**src/rtl/ctrl_unit_if.sv**
```systemverilog
// Decode bus between the instruction fields and the RV32I control unit.
// master: instruction/ALU-flag source; slave: the control unit driving datapath controls.
// Inputs op/funct3/funct7/zero; outputs pcSrc, ResultSrc, MemWrite, ALUSrc, Immsrc,
// RegWrite, ALUControl, illegal, illegal_seen.
interface ctrl_unit_if;
  logic [6:0] op;
  logic [2:0] funct3;
  logic       funct7;
  logic       zero;
  logic       pcSrc;
  logic [1:0] ResultSrc;
  logic       MemWrite;
  logic       ALUSrc;
  logic [1:0] Immsrc;
  logic       RegWrite;
  logic [2:0] ALUControl;
  logic       illegal;
  logic       illegal_seen;

  modport master (
    output op, funct3, funct7, zero,
    input  pcSrc, ResultSrc, MemWrite, ALUSrc, Immsrc, RegWrite, ALUControl,
           illegal, illegal_seen
  );

  modport slave (
    input  op, funct3, funct7, zero,
    output pcSrc, ResultSrc, MemWrite, ALUSrc, Immsrc, RegWrite, ALUControl,
           illegal, illegal_seen
  );
endinterface

```
**src/rtl/ctrl_unit.sv**
```systemverilog
// Control unit of a single-cycle RV32I core: main decoder + ALU decoder, plus sticky illegal flag.
// Latency: decode is combinational (0 cycles); illegal_seen updates on the next clk edge.
// No backpressure. Ports: clk, rst (sync, active-high, clears illegal_seen only), bus (ctrl_unit_if.slave).
// Optional feature macro CTRL_BNE_EN: when defined, op 1100011 with funct3=001 branches on ~zero.
module ctrl_unit (
  input  logic        clk,
  input  logic        rst,
  ctrl_unit_if.slave  bus
);

  logic       reg_write;
  logic [1:0] imm_src;
  logic       alu_src;
  logic       mem_write;
  logic [1:0] result_src;
  logic       branch;
  logic [1:0] alu_op;
  logic       jump;
  logic       illegal;
  logic [2:0] alu_ctrl;
  logic       branch_taken;
  logic       illegal_seen_q;
  logic       illegal_seen_d;

  // Main decoder. Unsupported opcodes fall through to the all-zero default,
  // so they never write the register file or memory.
  always_comb begin
    reg_write  = 1'b0;
    imm_src    = 2'b00;
    alu_src    = 1'b0;
    mem_write  = 1'b0;
    result_src = 2'b00;
    branch     = 1'b0;
    alu_op     = 2'b00;
    jump       = 1'b0;
    illegal    = 1'b0;
    case (bus.op)
      7'b0000011: begin // lw
        reg_write  = 1'b1;
        alu_src    = 1'b1;
        result_src = 2'b01;
      end
      7'b0100011: begin // sw
        imm_src   = 2'b01;
        alu_src   = 1'b1;
        mem_write = 1'b1;
      end
      7'b0110011: begin // R-type ALU
        reg_write = 1'b1;
        alu_op    = 2'b10;
      end
      7'b1100011: begin // beq (and bne when enabled)
        imm_src = 2'b10;
        branch  = 1'b1;
        alu_op  = 2'b01;
      end
      7'b0010011: begin // I-type ALU
        reg_write = 1'b1;
        alu_src   = 1'b1;
        alu_op    = 2'b10;
      end
      7'b1101111: begin // jal
        reg_write  = 1'b1;
        imm_src    = 2'b11;
        result_src = 2'b10;
        jump       = 1'b1;
      end
      default: illegal = 1'b1;
    endcase
  end

  // ALU decoder. Subtract on funct3=000 needs op[5] so that addi (op[5]=0)
  // always adds even when its immediate has bit 30 set.
  always_comb begin
    alu_ctrl = 3'b000;
    case (alu_op)
      2'b01: alu_ctrl = 3'b001;
      2'b10: begin
        case (bus.funct3)
          3'b000:  alu_ctrl = (bus.op[5] & bus.funct7) ? 3'b001 : 3'b000;
          3'b010:  alu_ctrl = 3'b101;
          3'b110:  alu_ctrl = 3'b011;
          3'b111:  alu_ctrl = 3'b010;
          default: alu_ctrl = 3'b000;
        endcase
      end
      default: alu_ctrl = 3'b000;
    endcase
  end

`ifdef CTRL_BNE_EN
  // bne reuses the beq subtract; only the sense of the zero flag flips.
  always_comb begin
    branch_taken = branch & bus.zero;
    if (bus.funct3 == 3'b001) begin
      branch_taken = branch & ~bus.zero;
    end
  end
`else
  assign branch_taken = branch & bus.zero;
`endif

  assign illegal_seen_d = illegal_seen_q | illegal;

  always_ff @(posedge clk) begin
    if (rst) begin
      illegal_seen_q <= 1'b0;
    end else begin
      illegal_seen_q <= illegal_seen_d;
    end
  end

  assign bus.pcSrc        = branch_taken | jump;
  assign bus.ResultSrc    = result_src;
  assign bus.MemWrite     = mem_write;
  assign bus.ALUSrc       = alu_src;
  assign bus.Immsrc       = imm_src;
  assign bus.RegWrite     = reg_write;
  assign bus.ALUControl   = alu_ctrl;
  assign bus.illegal      = illegal;
  assign bus.illegal_seen = illegal_seen_q;

endmodule

```
**src/flat_wrapper.sv**
```systemverilog
// flat-port wrapper written by rule: the top's interface ports become plain ports
module ctrl_unit_flat 
  (clk, rst, bus_op, bus_funct3, bus_funct7, bus_zero, bus_pcSrc, bus_ResultSrc, bus_MemWrite, bus_ALUSrc, bus_Immsrc, bus_RegWrite, bus_ALUControl, bus_illegal, bus_illegal_seen);
  ctrl_unit_if bus_i ();
  input  logic clk;
  input  logic rst;
  input wire logic [$bits(bus_i.op)-1:0] bus_op;
  input wire logic [$bits(bus_i.funct3)-1:0] bus_funct3;
  input wire logic [$bits(bus_i.funct7)-1:0] bus_funct7;
  input wire logic [$bits(bus_i.zero)-1:0] bus_zero;
  output wire logic [$bits(bus_i.pcSrc)-1:0] bus_pcSrc;
  output wire logic [$bits(bus_i.ResultSrc)-1:0] bus_ResultSrc;
  output wire logic [$bits(bus_i.MemWrite)-1:0] bus_MemWrite;
  output wire logic [$bits(bus_i.ALUSrc)-1:0] bus_ALUSrc;
  output wire logic [$bits(bus_i.Immsrc)-1:0] bus_Immsrc;
  output wire logic [$bits(bus_i.RegWrite)-1:0] bus_RegWrite;
  output wire logic [$bits(bus_i.ALUControl)-1:0] bus_ALUControl;
  output wire logic [$bits(bus_i.illegal)-1:0] bus_illegal;
  output wire logic [$bits(bus_i.illegal_seen)-1:0] bus_illegal_seen;
  assign bus_i.op = bus_op;
  assign bus_i.funct3 = bus_funct3;
  assign bus_i.funct7 = bus_funct7;
  assign bus_i.zero = bus_zero;
  assign bus_pcSrc = bus_i.pcSrc;
  assign bus_ResultSrc = bus_i.ResultSrc;
  assign bus_MemWrite = bus_i.MemWrite;
  assign bus_ALUSrc = bus_i.ALUSrc;
  assign bus_Immsrc = bus_i.Immsrc;
  assign bus_RegWrite = bus_i.RegWrite;
  assign bus_ALUControl = bus_i.ALUControl;
  assign bus_illegal = bus_i.illegal;
  assign bus_illegal_seen = bus_i.illegal_seen;
  ctrl_unit u_core (.clk(clk), .rst(rst), .bus(bus_i));
endmodule
```
**config.mk**
```make
export PLATFORM = sky130hd
export DESIGN_NAME = ctrl_unit_flat
export DESIGN_NICKNAME = d
export VERILOG_FILES = /design/src/rtl/ctrl_unit_if.sv /design/src/rtl/ctrl_unit.sv /design/src/flat_wrapper.sv
export SDC_FILE = /design/constraint.sdc
export NUM_CORES = 1
export LEC_CHECK = 0
export ABC_AREA = 1
export BUFFER_PORTS_ARGS = -buffer_cell sky130_fd_sc_hd__buf_4
export CAP_MARGIN = 40
export CORE_AREA = 8 8 45 47
export CTS_BUF_LIST = sky130_fd_sc_hd__clkbuf_8
export CTS_CLUSTER_SIZE = 24
export DETAILED_ROUTE_END_ITERATION = 8
export DIE_AREA = 0 0 53 55
export MAX_ROUTING_LAYER = met4
export PLACE_DENSITY_LB_ADDON = 0.15
export RECOVER_POWER = 100
export SKIP_LAST_GASP = 1
export SYNTH_ARGS = -nofsm -noshare
export SYNTH_HDL_FRONTEND = slang
export SYNTH_SLANG_ARGS = --single-unit
```
**constraint.sdc**
```tcl
create_clock -name clk -period 1.2 [get_ports clk]
set_input_delay 0.06 -clock clk [delete_from_list [all_inputs] [get_ports clk]]
set_output_delay 0.06 -clock clk [all_outputs]
set_load 0.05 [all_outputs]
```
Word level (Yosys, flattened, before mapping):

Cells that the tools add are included.

* register bits after elaboration: 1
* bits of input ports: 14
* output and inout port bits: 13

* eq/ne operators: 11
* multiplexer cells: 12
* bitwise gates (word level): 4
* reduce and logical (&&, ||, !) cells: 5

Operators with widths (number)
* 7-bit by 6-bit == test with 1-bit output (second input constant): 2
* 7-bit == test (second input constant): 2
* 3-bit case mux with 4 select lines: 1
* 2-bit case mux with 2 select lines: 2
* 7-bit by 2-bit == test with 1-bit output (second input constant): 1
* 7-bit by 5-bit == test with 1-bit output (second input constant): 1
* 1-bit 2-to-1 mux: 7
* 3-bit == test (second input constant): 2
* 2-bit case mux with 3 select lines: 1
* 3-bit case mux with 2 select lines: 1
* 6-bit OR reduction: 1
* 4-bit OR reduction: 1
* 3-bit by 2-bit == test with 1-bit output (second input constant): 1
* 3-bit zero test: 1
* 3-bit OR reduction: 1
* 1-bit bitwise AND: 2
* 2-bit by 1-bit == test with 1-bit output (second input constant): 1
* 2-bit == test (second input constant): 1
* 1-bit bitwise OR: 2
* 2-bit OR reduction: 1

Longest topological paths before layout:

* word-level depth: 5
* depth in mapped cells: 8
* mapped depth without buffers: 8

Worst setup path before layout:

No wires, ideal clock.

* path type: in2out
* start point: input bus_op[1]
* end point: output bus_ALUControl[2]
* arrival: 1.888 ns
* data required time: 1.140 ns
* path slack: -0.748 ns
* stages on the path: 6
* buffers on the path: 0
* path through: nand2_1 -> nand3b_4 -> nor2_2 -> inv_2 -> ha_1 -> nor3_1

* longest elaborated chain between the ends: 5

Ends and longest elaborated chain
* from (decl): line flat_wrapper.sv:7 `input wire logic [$bits(bus_i.op)-1:0] bus_op;`
* 7-bit by 6-bit == test with 1-bit output / 7-bit by 5-bit == test with 1-bit output (equally long branches): line ctrl_unit.sv:37 `case (bus.op)`
* 2-bit OR reduction (no source line)
* 2-bit case mux with 2 select lines *: line ctrl_unit.sv:37
* 2-bit == test / 2-bit by 1-bit == test with 1-bit output (equally long branches): line ctrl_unit.sv:76 `case (alu_op)`
* 3-bit case mux with 2 select lines *: line ctrl_unit.sv:76
* to (decl): line flat_wrapper.sv:17 `output wire logic [$bits(bus_i.ALUControl)-1:0] bus_ALUControl;`

Every way passes the cells marked *; elsewhere a longest branch is shown, timed or not.

Final worst setup path:

Same ends and word-level chain as after synthesis.

==> results.md <==
* Synth Register Bits at 1
* HP Class: in -> reg
* Wire per inst at about 10 um
* Gr usage total at 5.955%
* Via/cell ratio at between 4 and 5
* Reg area at ~20 um^2
* Peak supply drop at around 140 uV
* Worst path slowest cell: ha_4
* Final Skew at 0 ns
* First-pass GRT wire length at roughly 1400 um
* Syn Area/Cell at about 6.6 um^2
* Failing checks: negative setup slack
* Initial antenna violation count at 0
* Startpoint Class: input port
* Max_slew headroom at 60.00%
* Final worst slack at -0.01120 ns
* Critical path arrival at between 1 and 1.5 ns
* Final WL at around 950 um
* Antenna-violating nets left at 0
* RSZ-0062 raised after global routing: yes
* Layout cell share with drive strength beyond 1 at between 70 and 80%
* Clk_lat worst skew at 0 ns
* FILL cells at approximately 140
* Setup crit end kind: output pin
* Syn Nets at 62
* Multi-input gate area at roughly 330 um^2
* Largest net degree at the start of global routing at 7
* Vias in the first global route at between 300 and 400
* Via count at around 390
* Dpl hpwl at 813 um
* CTS Hold Bufs at 0
* Final setup fails at 1
* 1st-pass router iterations at 2
* Synthesis-to-finish area growth at 124.4%
* CP Max Fanout at 3
* Cell variety after synth at 21
* Worst Path Required at 1.14 ns
* Max Clock Freq at around 0.83 GHz
* Final hold violation count at 0
* Initial core utilization at a little over a fifth
* Clk slew on worst S/H paths at 0 ns
* Die Span X at 53 um
* Diodes inserted at 0
* I/O Pins at 27
* Synthesized area at around 300 um^2
* Mapped Cells at between 40 and 50
* Slew @ Worst Pin at 0.6025 ns
* Placed cells at 94
* Pre-CTS WS at -0.2208 ns
* # port buffers at 26
* Final nets at 98
* Power Total at 0.1778 mW
* Max_cap viols at 0
* Drt drc at 0
* Setup TNS at -0.01120 ns
* CP delay by family, top: simple AND/OR/NAND/NOR gates
* Die area at 2915 um^2
* Slowest stage delay, CP at roughly 0.26 ns
* Post-route core utilization at a little under 50%
* Leakage power at between 0.3 and 0.4 nW
* Initial DRC count at 2
* Max FFs per register at 1
* Critical path class: in -> out
* Die Ht at approximately 55 um
* Fin crit period at around 1.2 ns
* Placement Rows at 14
* Total number of yosys warnings at 0
* Worst path bufs/invs at 3
* GR Overflow Total at 0
* Critical path, cell by cell: buf_4 -> nand2_4 -> nand3b_4 -> nor2_4 -> inv_2 -> ha_4 -> nor3_4 -> buf_6
* Fin. max-slew vios at 0
* Core Box Area at 1384 um^2
* Outcome: finished with violations
* Final worst path period share at 100.9%
* RD Place Congestion at ~0.75
* Sequential share of the synthesized area at under 10%
* P per Cell Area at about 260 nW/um^2
* Cell Count, Final, Fillers Out at 96
[timing repair]
action,in CTS,in global routing
hold endpoints to repair,0,0
pin swaps,9,3
resized for setup,18,1
setup endpoints to repair,3,3
setup buffers,2,0
[where the power goes]
group	switching [mW]	leakage [nW]	internal, mW
clock network	0	0	0
logic	0.0783	0.390	0.0626
registers	0.000850	0.00844	0.0360
total	0.0792	0.398	0.0986
[logic make-up after synthesis]
kind of cell / Yosys count / synth area share (%)
AND/OR/NAND/NOR: 27 / 60.74
AO/OA/AOI/OAI: 4 / 8.263
adder cells (fa/ha/maj): 2 / 8.263
buffers and inverters: 12 / 16.11
flip-flops: 1 / 6.612
[metrics by stage]
| step | hold WS, ns | cell area [um^2] |
|---|---|---|
| finish | 0.2184 | 679.4 |
| global route | 0.2241 | 679.4 |
| CTS | 0.2197 | 694.4 |
| detailed placement | 0.2195 | 594.3 |
| global placement | 0.2162 | 594.3 |
| floorplan | 0.1224 | 334.1 |
[final timing paths]
path                              to                    start  slack (ns)  cells after the start
min reg2reg  u_core.bus.illegal_seen  u_core.bus.illegal_seen        0.45                      2
max reg2reg  u_core.bus.illegal_seen  u_core.bus.illegal_seen        0.67                      2
max                bus_ALUControl[2]                bus_op[1]       -0.01                      8
min          u_core.bus.illegal_seen                      rst        0.22                      2
[worst reg2reg max path, stage by stage (launching register included)]
cell and delay [ns]:
dfxtp_1 0.30, inv_1 0.05, a21oi_2 0.11
[cell usage after synthesis (all sizes together)]
master	n	area, um^2
a21oi	2	13.76
a31oi	1	6.260
clkinv	1	5.000
dfxtp	1	20.02
ha	2	25.02
inv	11	43.79
nand2	12	72.57
nand3	4	25.02
nand3b	1	20.02
nor2	8	56.31
nor3	2	10.01
o21ai	1	5.000
[layout by cell type, fill, tap and decap left out]
master | netlist | final
nor2_8 | 1 | 1
clkbuf_4 | 0 | 2
nand3_2 | 1 | 1
nand3_1 | 3 | 3
a21oi_2 | 1 | 1
clkbuf_1 | 0 | 1
buf_6 | 0 | 6
a21oi_1 | 1 | 1
dfxtp_1 | 1 | 1
nor2_4 | 1 | 5
ha_4 | 0 | 2
clkbuf_2 | 0 | 6
nor3_2 | 0 | 1
inv_1 | 6 | 6
inv_4 | 1 | 1
a31oi_4 | 0 | 1
o21ai_1 | 1 | 1
nand2_4 | 3 | 4
nand3b_4 | 1 | 1
inv_2 | 4 | 4
clkinv_4 | 0 | 1
buf_4 | 0 | 19
nor3_4 | 0 | 1
nand2_1 | 7 | 5
nor2_1 | 5 | 2
nand2_2 | 2 | 3
[layout make-up]
class / instances / area share, %
inverter: 12 / 7.735
multi-input combinational: 33 / 48.25
sequential: 1 / 2.947
tap: 16 / 2.947
timing repair buffer: 34 / 38.12
[routing by layer]
layer	vias up	GRT usage (%)	routed length, um
met1	162	6.495	380
met3	0	0.8021	76
met4	0	0	0
met5	-	-	0
met2	14	11.72	489
li1	211	-	-
No activity file was read; power rests on OpenSTA's default activity.
